==> src/rtl/pipe_ctrl_if.sv <==
// Handshake bundle between the pipeline sequencer and the core stages.
// The master side is pipe_ctrl; the slave side is the core (EX, ID, interrupt source).
interface pipe_ctrl_if #(
   parameter int unsigned AW = 32
);
   logic          jump_req_i;
   logic [AW-1:0] jump_addr_i;
   logic          ex_busy_i;
   logic          load_use_i;
   logic          irq_req_i;
   logic [AW-1:0] irq_vec_i;
   logic          irq_ack_o;
   logic          redirect_o;
   logic [AW-1:0] redirect_addr_o;
   logic          stall_pc_o;
   logic          stall_if_id_o;
   logic          stall_id_ex_o;
   logic          flush_if_id_o;
   logic          flush_id_ex_o;
   logic [31:0]   stall_cnt_o;

   modport master (
      input  jump_req_i, jump_addr_i, ex_busy_i, load_use_i, irq_req_i, irq_vec_i,
      output irq_ack_o, redirect_o, redirect_addr_o, stall_pc_o, stall_if_id_o,
             stall_id_ex_o, flush_if_id_o, flush_id_ex_o, stall_cnt_o
   );

   modport slave (
      output jump_req_i, jump_addr_i, ex_busy_i, load_use_i, irq_req_i, irq_vec_i,
      input  irq_ack_o, redirect_o, redirect_addr_o, stall_pc_o, stall_if_id_o,
             stall_id_ex_o, flush_if_id_o, flush_id_ex_o, stall_cnt_o
   );
endinterface

==> src/rtl/pipe_ctrl.sv <==
// Pipeline sequencer for the 3-stage core: arbitrates jumps, interrupts, EX busy and
// load-use hazards into per-stage stall/flush controls and a same-cycle PC redirect.
module pipe_ctrl #(
   parameter int unsigned AW             = 32,
   parameter int unsigned FLUSH_CYCLES   = 1,
   parameter logic [31:0] STALL_CNT_INIT = 32'h0
) (
   input logic         clk,
   input logic         rstn,
   pipe_ctrl_if.master bus
);

   localparam logic [2:0] FCNT_LOAD = 3'(FLUSH_CYCLES);

   typedef enum logic [0:0] {StRun, StFlush} state_t;

   state_t      state;
   logic [2:0]  fcnt;
   logic [31:0] stall_cnt;
   logic        take_jump;
   logic        take_irq;

   // Priority: reset > EX busy > jump > flush in progress > load-use > interrupt.
   always_comb begin
      take_jump = bus.jump_req_i & ~bus.ex_busy_i;
      take_irq  = (state == StRun) & ~bus.ex_busy_i & ~bus.jump_req_i & ~bus.load_use_i &
                  bus.irq_req_i;
   end

   always_comb begin
      bus.irq_ack_o       = 1'b0;
      bus.redirect_o      = 1'b0;
      bus.redirect_addr_o = '0;
      bus.stall_pc_o      = 1'b0;
      bus.stall_if_id_o   = 1'b0;
      bus.stall_id_ex_o   = 1'b0;
      bus.flush_if_id_o   = 1'b0;
      bus.flush_id_ex_o   = 1'b0;
      bus.stall_cnt_o     = stall_cnt;
      if (!rstn) begin
         bus.flush_if_id_o = 1'b1;
         bus.flush_id_ex_o = 1'b1;
      end else if (bus.ex_busy_i) begin
         bus.stall_pc_o    = 1'b1;
         bus.stall_if_id_o = 1'b1;
         bus.stall_id_ex_o = 1'b1;
         // Wrong-path fetch still in if_id: flush overrides the stall there.
         bus.flush_if_id_o = (state == StFlush);
      end else if (take_jump) begin
         bus.redirect_o      = 1'b1;
         bus.redirect_addr_o = bus.jump_addr_i;
         bus.flush_if_id_o   = 1'b1;
         bus.flush_id_ex_o   = 1'b1;
      end else if (state == StFlush) begin
         bus.flush_if_id_o = 1'b1;
      end else if (bus.load_use_i) begin
         bus.stall_pc_o    = 1'b1;
         bus.stall_if_id_o = 1'b1;
         bus.flush_id_ex_o = 1'b1;
      end else if (take_irq) begin
         bus.irq_ack_o       = 1'b1;
         bus.redirect_o      = 1'b1;
         bus.redirect_addr_o = bus.irq_vec_i;
         bus.flush_if_id_o   = 1'b1;
         bus.flush_id_ex_o   = 1'b1;
      end
   end

   always_ff @(posedge clk) begin
      if (!rstn) begin
         state     <= StRun;
         fcnt      <= 3'd0;
         stall_cnt <= STALL_CNT_INIT;
      end else begin
         if (bus.stall_pc_o) begin
            stall_cnt <= stall_cnt + 32'd1;
         end
         if (take_jump || take_irq) begin
            if (FLUSH_CYCLES > 0) begin
               state <= StFlush;
               fcnt  <= FCNT_LOAD;
            end else begin
               state <= StRun;
               fcnt  <= 3'd0;
            end
         end else if (state == StFlush && !bus.ex_busy_i) begin
            fcnt <= fcnt - 3'd1;
            if (fcnt == 3'd1) begin
               state <= StRun;
            end
         end
      end
   end

endmodule

==> src/flat_wrapper.sv <==
// flat-port wrapper written by rule: the top's interface ports become plain ports
module pipe_ctrl_flat 
#(
   parameter int unsigned AW             = 32,
   parameter int unsigned FLUSH_CYCLES   = 1,
   parameter logic [31:0] STALL_CNT_INIT = 32'h0
)
  (clk, rstn, bus_jump_req_i, bus_jump_addr_i, bus_ex_busy_i, bus_load_use_i, bus_irq_req_i, bus_irq_vec_i, bus_irq_ack_o, bus_redirect_o, bus_redirect_addr_o, bus_stall_pc_o, bus_stall_if_id_o, bus_stall_id_ex_o, bus_flush_if_id_o, bus_flush_id_ex_o, bus_stall_cnt_o);
  pipe_ctrl_if #(.AW(AW)) bus_i ();
  input logic clk;
  input logic rstn;
  input wire logic [$bits(bus_i.jump_req_i)-1:0] bus_jump_req_i;
  input wire logic [$bits(bus_i.jump_addr_i)-1:0] bus_jump_addr_i;
  input wire logic [$bits(bus_i.ex_busy_i)-1:0] bus_ex_busy_i;
  input wire logic [$bits(bus_i.load_use_i)-1:0] bus_load_use_i;
  input wire logic [$bits(bus_i.irq_req_i)-1:0] bus_irq_req_i;
  input wire logic [$bits(bus_i.irq_vec_i)-1:0] bus_irq_vec_i;
  output wire logic [$bits(bus_i.irq_ack_o)-1:0] bus_irq_ack_o;
  output wire logic [$bits(bus_i.redirect_o)-1:0] bus_redirect_o;
  output wire logic [$bits(bus_i.redirect_addr_o)-1:0] bus_redirect_addr_o;
  output wire logic [$bits(bus_i.stall_pc_o)-1:0] bus_stall_pc_o;
  output wire logic [$bits(bus_i.stall_if_id_o)-1:0] bus_stall_if_id_o;
  output wire logic [$bits(bus_i.stall_id_ex_o)-1:0] bus_stall_id_ex_o;
  output wire logic [$bits(bus_i.flush_if_id_o)-1:0] bus_flush_if_id_o;
  output wire logic [$bits(bus_i.flush_id_ex_o)-1:0] bus_flush_id_ex_o;
  output wire logic [$bits(bus_i.stall_cnt_o)-1:0] bus_stall_cnt_o;
  assign bus_i.jump_req_i = bus_jump_req_i;
  assign bus_i.jump_addr_i = bus_jump_addr_i;
  assign bus_i.ex_busy_i = bus_ex_busy_i;
  assign bus_i.load_use_i = bus_load_use_i;
  assign bus_i.irq_req_i = bus_irq_req_i;
  assign bus_i.irq_vec_i = bus_irq_vec_i;
  assign bus_irq_ack_o = bus_i.irq_ack_o;
  assign bus_redirect_o = bus_i.redirect_o;
  assign bus_redirect_addr_o = bus_i.redirect_addr_o;
  assign bus_stall_pc_o = bus_i.stall_pc_o;
  assign bus_stall_if_id_o = bus_i.stall_if_id_o;
  assign bus_stall_id_ex_o = bus_i.stall_id_ex_o;
  assign bus_flush_if_id_o = bus_i.flush_if_id_o;
  assign bus_flush_id_ex_o = bus_i.flush_id_ex_o;
  assign bus_stall_cnt_o = bus_i.stall_cnt_o;
  pipe_ctrl #(.AW(AW), .FLUSH_CYCLES(FLUSH_CYCLES), .STALL_CNT_INIT(STALL_CNT_INIT)) u_core (.clk(clk), .rstn(rstn), .bus(bus_i));
endmodule
==> config.mk <==
export PLATFORM = sky130hd
export DESIGN_NAME = pipe_ctrl_flat
export DESIGN_NICKNAME = d
export VERILOG_FILES = /design/src/rtl/pipe_ctrl_if.sv /design/src/rtl/pipe_ctrl.sv /design/src/flat_wrapper.sv
export SDC_FILE = /design/constraint.sdc
export NUM_CORES = 1
export LEC_CHECK = 0
export CORE_AREA = 2 2 60 105
export DETAILED_ROUTE_END_ITERATION = 12
export DIE_AREA = 0 0 62 107
export PLACE_DENSITY = 0.92
export SLEW_MARGIN = 20
export SYNTH_ARGS = -nofsm -noshare
export SYNTH_HDL_FRONTEND = slang
export SYNTH_SLANG_ARGS = --single-unit
==> constraint.sdc <==
create_clock -name clk -period 2.8 [get_ports clk]
set_clock_uncertainty 0.1 [all_clocks]
set_input_delay 0.56 -clock clk [delete_from_list [all_inputs] [get_ports clk]]
set_output_delay 0.56 -clock clk [all_outputs]
set_load 0.05 [all_outputs]
==> results.md, run 1 <==
Status:
- The flow ran to the end, and the final reports show no timing, DRC or antenna violations.

Layout:
- The final cell utilization of the core is 72.8%.
- From synthesis to final layout, the design area changed by 92.8%.
- For this run, the number of standard cells in the final layout without fillers is 499.
- For this run, the post-layout net count is 493.
- The ratio of cells with drive above 1 in the final layout is 22.3%.
- The antenna diode count is 0.

Logic synthesis:
- The cell count after synthesis came out at about 280.
- The share of flip-flops with an asynchronous set or reset is 0%.
- The primary flip-flop cell chosen by synthesis mapping is dfxtp_1.
- The netlist uses between 40 and 50 different library cells.
- Sequential cells were found to cover 33.0% of the synthesized design area.
- The yosys synthesis warning count is 0.
- The number of nets in the synthesized netlist is ~350.
- The synthesized design contains 0 enable-type register cells.
- In this run the cell area of the synthesized design comes to 0.00219 mm2.
- The synthesized area divided by synthesized cell count is 7.86 um2.
- The number of flip-flops and latches in the synthesized netlist is 36.

Power:
- The ratio of total power to cell area is 309 mW/mm2.
- IR analysis of the VDD net gives a maximum drop of 390 uV.
- Summed over all cells, the static leakage comes to approximately 1.5 nW.
- The total power draw is 1.30 mW.

Placement:
- Input and output buffers added on the ports amount to 140.
- The placed wire-length estimate is roughly 6700 um.
- Routability-driven placement finished with a final weighted congestion of 0.872.
- Once placement completed, the tool counted placed cells totaling slightly below 500.

Die:
- The cell row count is 37.
- The die covers 0.00663 mm2.
- The die is 62 um wide.
- The number of top-level design ports is between 100 and 150.
- For this configuration, the core starts out at a cell density of 37.8%.
- The core region is 0.00579 mm2.
- The floorplan step set the die height to about 110 um.

Detailed routing:
- The iteration count of the initial detailed-routing pass is 4.
- The first routing iteration left 134 violations.
- The number of antenna-violating nets in the routed design is 0.
- For this block, the routed nets add up to 8570 um of wire.
- After detailed routing, the average wire length per cell comes to 17.2 um.
- The remaining routing DRC violations is 0.
- The number of vias after detailed routing is 2688.
- In the routed layout, each cell is associated on average with a via count of 5.39.

Timing:
- The smallest hold slack is 0.415 ns.
- The final-report max-slew violation count is 0.
- Measured against its own limit, the worst slew margin works out to 63.1%.
- The fmax is 362 MHz.
- The final number of hold-violating endpoints came to 0.
- The clock period could shrink to 2.76 ns.
- Summed over all failing endpoints, the final setup total negative slack is 0 ns.
- The measured slew at the worst slew-check pin is 0.552 ns.
- Setup violations remaining at the end of the flow were counted as 0.
- Dividing the final minimum period by the clock period gives 98.7%.
- Setup repair after global routing left no endpoint under its margin.

Setup path:
- The worst reg2reg path startpoint is u_core.bus.stall_cnt_o[2].
- Along the worst path, the maximum fanout reaches 4.
- Tracing the worst setup path back leads to its startpoint at bus_load_use_i.
- Walking the worst path, the cells encountered are clkdlybuf4s50_1 > nor2_1 > and3_4 > or3_4 > or2_2 > buf_6.
- The slowest stage of the critical path belongs to the cell clkdlybuf4s50_1.
- STA classifies the critical path endpoint as a primary output.
- The worst setup path is of the in2out kind.
- STA puts the critical path data arrival time at 2.10 ns.
- The required time at the worst-slack endpoint is 2.14 ns.
- In this design, the stage delay of the slowest critical-path cell is roughly 0.48 ns.
- The worst setup path is launched from an input port.

GRT:
- The most congested layer reported by global routing is met2.
- The first-pass GRT wire length is between 10000 and 15000 um.
- For met2 alone, demand over resource in global routing was between 40 and 50%.
- The number of antenna violations at the first check in global routing is 0.
- Global routing used 23.5% of the available met1 tracks.
- The maximum number of pins on one net before global-route repair is 34.
- The met3 track demand over resource is 10.3%.
- The total overflow left after global routing is 0.
- Global routing used 25.4% of the available tracks.
- The via count of the first global-routing pass is 2654.

Clock network:
- The buffer levels on the longest clock path is 2.
- In this run, CTS created clock tree buffers numbering 5.
- The post-cts hold buffer count is 0.
- The source-to-sink clock delay at the later pin of the worst-skew pair is 0.30 ns.
- The CTS H-tree depth is 2.
- After clock tree synthesis, the clock-pin slew on the worst setup and hold paths is ~0.08 ns.
- The cell chosen for the clock root is clkbuf_8.
- The number of sinks driven by the clock tree is 36.
- TritonCTS built the clock tree.

Min path:
- The worst hold path belongs to the class reg2reg.
- In this run the most critical hold path is launched from u_core.fcnt[1].

Job:
- The number of max-capacitance violations reported is 0.
-- through the flow --
stage | worst slack [ns] | area, um2
final | 0.0358 | 4210
after global routing | 0.0188 | 4210
after CTS | 0.00330 | 4210
after detailed placement | -0.164 | 4100
after global placement | -0.0540 | 4100
after floorplan | 0.0155 | 2240
-- placed cells by master, fill, tap and decap left out, types with 3 or more instances in the layout --
| master | synthesis | routed |
|---|---|---|
| nor3_1 | 12 | 12 |
| buf_4 | 2 | 14 |
| inv_1 | 8 | 8 |
| ha_1 | 3 | 3 |
| clkbuf_8 | 2 | 6 |
| nand3_1 | 8 | 8 |
| or4_1 | 3 | 3 |
| dfxtp_1 | 36 | 36 |
| o21ai_0 | 7 | 7 |
| or3_1 | 5 | 4 |
| and4_1 | 3 | 3 |
| nand2_1 | 17 | 17 |
| a22oi_1 | 21 | 21 |
| nor4_1 | 5 | 5 |
| nand4_1 | 7 | 7 |
| buf_12 | 0 | 37 |
| nor2_2 | 0 | 21 |
| a21oi_1 | 6 | 6 |
| nor2_1 | 56 | 35 |
| xnor2_1 | 20 | 20 |
| xor2_1 | 6 | 6 |
| a22o_1 | 11 | 11 |
| clkdlybuf4s50_1 | 0 | 99 |
-- layer usage --
metal / part of all wire, % / vias to the layer above
met1: 30 / 1243
li1: - / 1269
met2: 53 / 155
met3: 14 / 21
met5: 0 / -
met4: 2.7 / 0
-- cells by family after synthesis --
| family | Yosys count | synth area share [%] |
|---|---|---|
| AND/OR/NAND/NOR | 133 | 31.0 |
| AO/OA/AOI/OAI | 50 | 16.5 |
| flip-flops | 36 | 33.0 |
| buffers and inverters | 28 | 6.41 |
| XOR/XNOR | 26 | 10.4 |
| adder cells (fa/ha/maj) | 3 | 1.72 |
| multiplexers | 2 | 0.916 |
-- worst max-delay path: cells and delay by family --
kind	cells	cell delay (ns)
and+or+nand+nor	4	0.90
buffers and inverters	2	0.64
-- cell usage after synthesis (2+ instances only) --
| cell type | count | area, um2 |
|---|---|---|
| nand3_1 | 8 | 40.0 |
| o21ai_0 | 7 | 35.0 |
| mux2i_1 | 2 | 20.0 |
| a22o_1 | 11 | 96.3 |
| clkbuf_1 | 14 | 52.6 |
| dfxtp_1 | 36 | 721 |
| or4_1 | 3 | 22.5 |
| xor2_1 | 6 | 52.6 |
| nand4_1 | 7 | 43.8 |
| clkbuf_8 | 2 | 27.5 |
| ha_1 | 3 | 37.5 |
| buf_4 | 2 | 15.0 |
| and3_1 | 2 | 12.5 |
| nor3_1 | 12 | 60.1 |
| and2_1 | 3 | 18.8 |
| a22oi_1 | 21 | 158 |
| xnor2_1 | 20 | 175 |
| nand2b_1 | 2 | 12.5 |
| inv_1 | 8 | 30.0 |
| nand2_1 | 17 | 63.8 |
| nor2_1 | 56 | 210 |
| a21oi_1 | 6 | 30.0 |
| or3_1 | 5 | 31.3 |
| and4_1 | 3 | 26.3 |
| and4_2 | 2 | 20.0 |
| nor4_1 | 5 | 31.3 |
-- sequential cells by signal, summed over array words and instances, names as in the netlist --
| register | cells |
|---|---|
| u_core.fcnt | 3 |
| u_core.bus.stall_cnt_o | 32 |
| u_core.state | 1 |
-- power breakdown --
part | switching, mW | internal, mW | leakage [nW]
clock | 0.189 | 0.196 | 0.0510
sequential | 0.00874 | 0.519 | 0.291
combinational | 0.184 | 0.205 | 1.16
-- final timing paths --
check                          endpoint  slack [ns]  cells past startpoint
max                   bus_flush_if_id_o        0.04                      6
min                      u_core.fcnt[1]        0.42                      2
max reg2reg  u_core.bus.stall_cnt_o[25]        0.60                      5
min reg2reg              u_core.fcnt[1]        0.42                      2
-- area by class of cell --
cell class,count,area [um2]
clock buffer,6,82.6
fill,395,1570
multi-input combinational,214,1390
timing repair buffer,154,1880
clock inverter,2,10.0
tap,78,97.6
inverter,9,33.8
sequential,36,721
-- timing repair --
action / 4_1_cts / 5_1_grt
hold endpoints to repair: 0 / 0
setup buffers: 0 / 0
gates resized for setup: 6 / 2
endpoints found under the setup margin: 12 / 33
Power figures use the tool's default switching activity.
==> run 2, diff against run 1 <==
--- a/config.mk
+++ b/config.mk
@@ -9,6 +9,7 @@
 export DETAILED_ROUTE_END_ITERATION = 12
 export DIE_AREA = 0 0 62 107
 export PLACE_DENSITY = 0.92
+export SKIP_CTS_REPAIR_TIMING = 1
 export SLEW_MARGIN = 20
 export SYNTH_ARGS = -nofsm -noshare
 export SYNTH_HDL_FRONTEND = slang
==> run 2 against run 1 <==
Critical path depth unchanged. First-iteration DRC count decreased by 14%. Sequential share of layout area about the same. Power about the same. Register-to-register slack about the same. Global-route usage about the same. Critical endpoint unchanged. Largest cell class unchanged. Highest routed layer unchanged.
==> results.md, run 2 (synthesis gave the netlist of run 1 again) <==
Status:
- The run finished with clean final reports.

Die:
- The number of top-level design ports is 141.
- The floorplan step defined a core boundary enclosing 0.00579 mm2.
- The initial utilization of the core area, before any placement, comes to between 30% and 40%.
- The die covers 0.00663 mm2.
- The cell row count is 37.
- From bottom edge to top edge, the die measures ~110 um.
- From left edge to right edge, the die measures 62 um.

Detailed routing:
- In the routed design, unresolved DRC markers number 0.
- For this run, the detailed router's first-pass iteration total came to 5.
- Dividing the detail-routed wire length by the instance count gives 17.1 um.
- For this block, the via count after detailed routing is 2686.
- The post-detailed-route via-to-cell ratio is 5.38.
- The number of antenna-violating nets in the routed design is 0.
- The count of routing violations after the opening detailed-route iteration is 115.
- The total wire length is ~8500 um.

Setup path:
- Counting buffers and inverters, the worst setup path is 6 cells deep.
- Following the worst setup path forward leads to its endpoint at bus_flush_if_id_o.
- The worst reg2reg path endpoint is u_core.bus.stall_cnt_o[25].
- STA classifies the critical path endpoint as a primary output.
- The worst-case reg-to-reg path depth is 5.
- The largest driver fanout on the critical path is 4.
- The launching element of the worst setup path is bus_load_use_i.
- The critical path launch point type is an input port.
- For this design, the slowest cell found on the critical path is clkdlybuf4s50_1.
- Data arrives at the worst endpoint at approximately 2.1 ns.
- The number of buffer and inverter instances along the worst setup path is 2.
- The required time at the worst-slack endpoint is ~2.1 ns.
- The critical setup path kind is in2out.
- In this run the register-to-register setup slack is roughly 0.6 ns.
- The delay of the slowest critical-path stage is 0.51 ns.
- Broken down by cell family, the worst path's largest delay share belongs to simple AND/OR/NAND/NOR gates.
- The signal on the critical path passes through clkdlybuf4s50_1 > nor2_1 > and3_4 > or3_4 > or2_2 > buf_6.
- The worst reg2reg path startpoint is u_core.bus.stall_cnt_o[2].

Job:
- Across the run, the number of max-cap violations was 0.

Clock network:
- The number of sinks driven by the clock tree is 36.
- The CTS H-tree depth is 2.
- The source-to-sink clock delay at the later pin of the worst-skew pair is 0.30 ns.
- The total clock buffers created by CTS is 5.
- The cell chosen for the clock root is clkbuf_8.
- TritonCTS built the clock tree.
- The clock passes through at most 2 buffers.
- After clock tree synthesis, the clock-pin slew on the worst setup and hold paths is 0.07 ns.

Layout:
- The library cells used most frequently in the layout, excluding fill and tap cells, are 99 x clkdlybuf4s50_1, 37 x buf_12, 36 x dfxtp_1, 35 x nor2_1.
- Leaving out fill and tap cells, the most frequent cell in the layout is clkdlybuf4s50_1.
- The register with the most flip-flops in the layout has 32 of them.
- 0 antenna diodes ended up in the layout.
- The area added between synthesis and finish is 93.0%.
- The net total in the final layout is 493.
- The ratio of cells with drive above 1 in the final layout is 22.3%.

Timing:
- The fmax is 357 MHz.
- Headroom to the max-slew limit came out at a little over three fifths.
- The post-route minimum period is 2.80 ns.
- Setup violations remaining at the end of the flow were counted as 0.
- Final hold analysis gives a worst-case slack of 0.416 ns.
- The final-report max-slew violation count is 0.
- The final critical path takes up between 90 and 100% of the cycle.
- For the pin with the worst max-slew slack, the measured transition is about 0.56 ns.
- The final number of hold-violating endpoints came to 0.

GRT:
- The number of antenna violations at the first check in global routing is 0.
- In the global route stage, overall resource usage came out at 25.4%.
- The total congestion overflow is 0.
- The via count of the first global-routing pass is 2648.
- The maximum number of pins on one net before global-route repair is 34.
- The first global-routing pass estimated 12800 um of wire.

Power:
- The fraction of power consumed by sequential logic is 40.5%.
- IR analysis of the VDD net gives a maximum drop of 392 uV.
- The internal portion of the total power is 0.921 mW.
- The clock share of power is 29.6%.
- Summed over all cells, the static leakage comes to 1.51 nW.
- Of the total power, the share spent switching nets is 29.3%.
- The net switching power of the design is 0.382 mW.
- Total power for the finished layout comes to between 1 and 1.5 mW.
- Combinational logic is responsible for 29.9% of the overall power.
- The ratio of total power to cell area is 309 mW/mm2.

Placement:
- The HPWL after detailed placement is 6680 um.
- The count of port buffers added during placement is between 100 and 150.
- At the end of routability-driven placement, the weighted congestion stood at between 0.8 and 0.9.

Min path:
- The worst min-delay path category is reg2reg.
[run 2: area by class of cell]
type / instances / area, um2
clock buffers: 6 / 82.6
clock inverters: 2 / 10.0
fillers: 394 / 1570
inverters: 9 / 33.8
multi-input cells: 214 / 1390
flip-flops and latches: 36 / 721
well taps: 78 / 97.6
repair buffers: 154 / 1880
[run 2: how the worst min path moves through the flow]
stage | endpoint | depth (start not counted) | slack [ns] | from
after floorplan | u_core.state | 2 | 0.37 | u_core.state
after global placement | u_core.bus.stall_cnt_o[31] | 2 | 0.37 | u_core.bus.stall_cnt_o[31]
after detailed placement | u_core.bus.stall_cnt_o[31] | 2 | 0.38 | u_core.bus.stall_cnt_o[31]
after CTS | u_core.bus.stall_cnt_o[31] | 2 | 0.41 | u_core.bus.stall_cnt_o[31]
after global routing | u_core.bus.stall_cnt_o[31] | 2 | 0.43 | u_core.bus.stall_cnt_o[31]
final | u_core.fcnt[1] | 2 | 0.42 | u_core.fcnt[1]
[run 2: through the flow]
step | worst slack [ns] | util [%] | TNS, ns | instances | instance area [um2]
global route | -0.0330 | 72.9 | -0.0330 | 499 | 4220
global placement | -0.0540 | 70.8 | -0.610 | 491 | 4100
CTS | -0.177 | 72.4 | -1.90 | 499 | 4190
floorplan | 0.0155 | - | 0 | 278 | 2240
finish | 0.00119 | 72.9 | 0 | 499 | 4220
detailed placement | -0.164 | 70.8 | -1.75 | 491 | 4100
[run 2: routing by layer]
| metal | wire length (um) | vias up | track usage, % |
|---|---|---|---|
| li1 | - | 1262 | - |
| met1 | 2600 | 1245 | 23.4 |
| met2 | 4480 | 154 | 45.6 |
| met3 | 1190 | 25 | 10.3 |
| met4 | 277 | 0 | 11.1 |
| met5 | 0 | - | 0 |
[run 2: worst min-delay path, cell delays in order (launching register included)]
cell,delay [ns]
dfxtp_1,0.31
nor2_1,0.10
a211oi_1,0.06
[run 2: power by group through the flow]
| stage | clock network [mW] | registers (mW) | logic (mW) |
|---|---|---|---|
| after global routing | 0.411 | 0.529 | 0.409 |
| after floorplan | 0 | 0.546 | 0.160 |
| after global placement | 0 | 0.539 | 0.379 |
| after detailed placement | 0 | 0.540 | 0.385 |
| after CTS | 0.389 | 0.528 | 0.387 |
| final | 0.386 | 0.528 | 0.389 |
==> run 3, diff against run 2 <==
--- a/config.mk
+++ b/config.mk
@@ -8,6 +8,7 @@
 export CORE_AREA = 2 2 60 105
 export DETAILED_ROUTE_END_ITERATION = 12
 export DIE_AREA = 0 0 62 107
+export GPL_TIMING_DRIVEN = 0
 export PLACE_DENSITY = 0.92
 export SKIP_CTS_REPAIR_TIMING = 1
 export SLEW_MARGIN = 20
==> run 3 against run 2 <==
Combinational power down 16%. Via count down 0.26%. Sequential share of layout area up 2.2 points. Critical endpoint is now bus_redirect_addr_o[25].
==> results.md, run 3 (synthesis gave the netlist of run 1 again) <==
Layout:
- Measured on the finished design, the core utilization comes to 64.6%.
- The number of flip-flops under the largest register name is 32.
- The antenna diode count is 0.
- The net total in the final layout is 500.
- The ratio of cells with drive above 1 in the final layout is approximately a fifth.
- In the layout the commonest cells are 98 x clkdlybuf4s50_1, 36 x dfxtp_1, 34 x nor2_1, 30 x clkbuf_2, 22 x nor2_2.
- The area added between synthesis and finish is 71.0%.
- The most common cell after layout, fill and taps aside is clkdlybuf4s50_1.

Setup path:
- The launching element of the worst setup path is bus_irq_req_i.
- Along the worst path, the maximum fanout reaches 10.
- Traced cell by cell, the critical path runs through clkdlybuf4s50_1 > and3_4 > and2_1 > clkbuf_4 > a22o_1 > clkbuf_2.
- In this design, the stage delay of the slowest critical-path cell is 0.46 ns.
- The worst-case reg-to-reg path depth is 6.
- The endpoint of the worst setup timing path is bus_redirect_addr_o[25].
- The setup slack of the most critical reg-to-reg path is 0.70 ns.
- The critical path in this run is classified as in2out.
- The kind of cell with the highest combined delay on the critical path is buffers and inverters.
- The worst register-to-register path begins at u_core.state.
- The critical path contains buffers and inverters numbering 3 combined.
- The endpoint identified for the worst register-to-register timing path is u_core.bus.stall_cnt_o[20].
- For the worst setup path, the data arrival time is 2.07 ns.
- The total stage count of the critical path is 6.
- On the critical path, the stage with the largest delay is an instance of clkdlybuf4s50_1.
- Data on the critical path is required at its endpoint by 2.14 ns.
- The worst setup path is launched from an input port.
- The endpoint kind of the worst setup timing path is a primary output.

GRT:
- The first-pass GRT wire length is 12000 um.
- For this run, global-route usage on met3 was measured as 10.0%.
- Global routing used 23.9% of the available tracks across all layers.
- The maximum number of pins on one net before global-route repair is 11.
- The most congested layer reported by global routing is met2.
- The met2 track demand over resource in global routing is between 40% and 50%.
- The total congestion overflow is 0.
- The met1 track demand over resource is about a fifth.
- The via count of the first global-routing pass was around 2600.
- The number of antenna violations at the first check in global routing came to 0.

Power:
- The analysis attributes to net switching a power of 0.365 mW.
- Net switching is 29.1% of the power.
- The worst IR drop on VDD is 410 uV.
- The ratio of total power to cell area is 336 mW/mm2.
- The share of total power dissipated in the clock network is 32.0%.
- The combinational share of power is 25.9%.
- Summed over all cells, the static leakage comes to 1.44 nW.
- The internal power of the cells totals 0.890 mW.
- The fraction of power consumed by sequential logic is ~42%.

Timing:
- In the final timing run, aggregate negative setup slack is 0 ns.
- The worst slew margin relative to its limit is 63.6%.
- The fmax is 367 MHz.
- The worst setup margin is 0.0727 ns.
- The post-route clock period utilization is 97.4%.
- Setup repair after global routing left no endpoint under its margin.
- Subtracting the final worst setup slack from the clock period gives 2.73 ns.
- The number of failing setup endpoints in the final timing report is 0.
- The final-report max-slew violation count came to 0.
- The measured slew at the worst slew-check pin is 0.545 ns.
- The final number of hold-violating endpoints is 0.

Clock network:
- The number of sinks driven by the clock tree is 36.
- The longest clock path from root to sink contains 2 buffers.
- TritonCTS built the clock tree.
- The total clock buffers created by CTS is 5.
- The clock slew at the register clock pins of the worst setup and hold paths is 0.07 ns.
- In this run the clock root is driven by a clkbuf_8.
- The CTS H-tree depth is 2.
- At the later pin of the worst-skew pair, clock insertion delay measures 0.29 ns.

Detailed routing:
- After detailed routing, the total wire length is just over 8000 um.
- Summing over every cut layer, the via total after detailed routing is 2679.
- The post-detailed-route via-to-cell ratio is 5.30.
- The count of nets left with antenna violations once routing finished came out at 0.
- For this block, the initial DRC count from the detailed router was 142.
- The routed length per instance is 16.3 um.
- In the routed design, unresolved DRC markers number 0.
- The first TritonRoute pass finished after 4 iterations.

Min path:
- The worst min-delay path category is reg2reg.
- The number of cells traversed by the worst hold path is 2.

Die:
- The overall die height is between 100 and 150 um.
- The die covers between 0.006 and 0.007 mm2.
- During I/O placement, the number of pins put on the boundary was roughly 140.
- The effective utilization at floorplan is 37.8%.
- The floorplan has 37 rows.
- The x dimension of the die is 62 um.
- The region available for standard cell placement spans slightly below 0.006 mm2.

Placement:
- The congestion estimate from routability-driven global placement came to 0.881.
- The pre-CTS setup slack is -0.928 ns.
- The wire-length estimate of the detail-placed layout is 6360 um.
- The count of port buffers added during placement is about 140.

Job:
- The number of max-capacitance violations reported is 0.

Status:
- The run finished with clean final reports.
run 3: changes by cell type in the layout (fill, tap and decap cells not counted), sizes merged:
cell / delta
clkdlybuf4s50: -1
buf: -40
clkinvlp: +1
clkinv: -3
dlymetal6s2s: +4
clkbuf: +45
run 3: area by class of cell:
| cell class | count | area [um2] |
|---|---|---|
| Buffer | 18 | 119 |
| Clock buffer | 7 | 96.3 |
| Fill cell | 493 | 2050 |
| Inverter | 9 | 37.5 |
| Multi-Input combinational cell | 214 | 1390 |
| Sequential cell | 36 | 721 |
| Tap cell | 78 | 97.6 |
| Timing Repair Buffer | 143 | 1280 |
run 3: how the worst min path moves through the flow:
stage                               startpoint                          to  slack (ns)
global placement    u_core.bus.stall_cnt_o[31]  u_core.bus.stall_cnt_o[31]        0.39
global route        u_core.bus.stall_cnt_o[24]  u_core.bus.stall_cnt_o[24]        0.47
finish                          u_core.fcnt[1]              u_core.fcnt[1]        0.42
detailed placement  u_core.bus.stall_cnt_o[31]  u_core.bus.stall_cnt_o[31]        0.40
floorplan                         u_core.state                u_core.state        0.37
CTS                             u_core.fcnt[1]              u_core.fcnt[1]        0.43
run 3: power by group through the flow:
stage	logic, mW	registers, mW	clock network, mW
2_1_floorplan	0.160	0.546	0
3_3_place_gp	0.324	0.539	0
3_5_place_dp	0.330	0.540	0
4_1_cts	0.331	0.528	0.405
5_1_grt	0.345	0.529	0.427
6_report	0.325	0.528	0.402
run 3: per-stage QoR:
step	hold WS [ns]	area, um2	total power [mW]	instances
2_1_floorplan	0.374	2240	0.706	278
3_3_place_gp	0.386	3730	0.863	495
3_5_place_dp	0.396	3730	0.870	495
4_1_cts	0.425	3820	1.26	502
5_1_grt	0.467	3740	1.30	505
6_report	0.424	3740	1.26	505
run 3: layer usage:
layer | routed length (um) | share of wire [%] | vias to the layer above
li1 | - | - | 1278
met1 | 2580 | 31 | 1247
met2 | 4370 | 53 | 136
met3 | 1060 | 13 | 18
met4 | 218 | 2.7 | 0
met5 | 0 | 0 | -
run 3: worst reg2reg max path, cell delays in order (launching register included):
cell and delay, ns:
dfxtp_1 0.40, nor3b_2 0.10, o211ai_1 0.46, clkbuf_1 0.49, nor3_1 0.14, xnor2_1 0.21
nor2_1 0.06
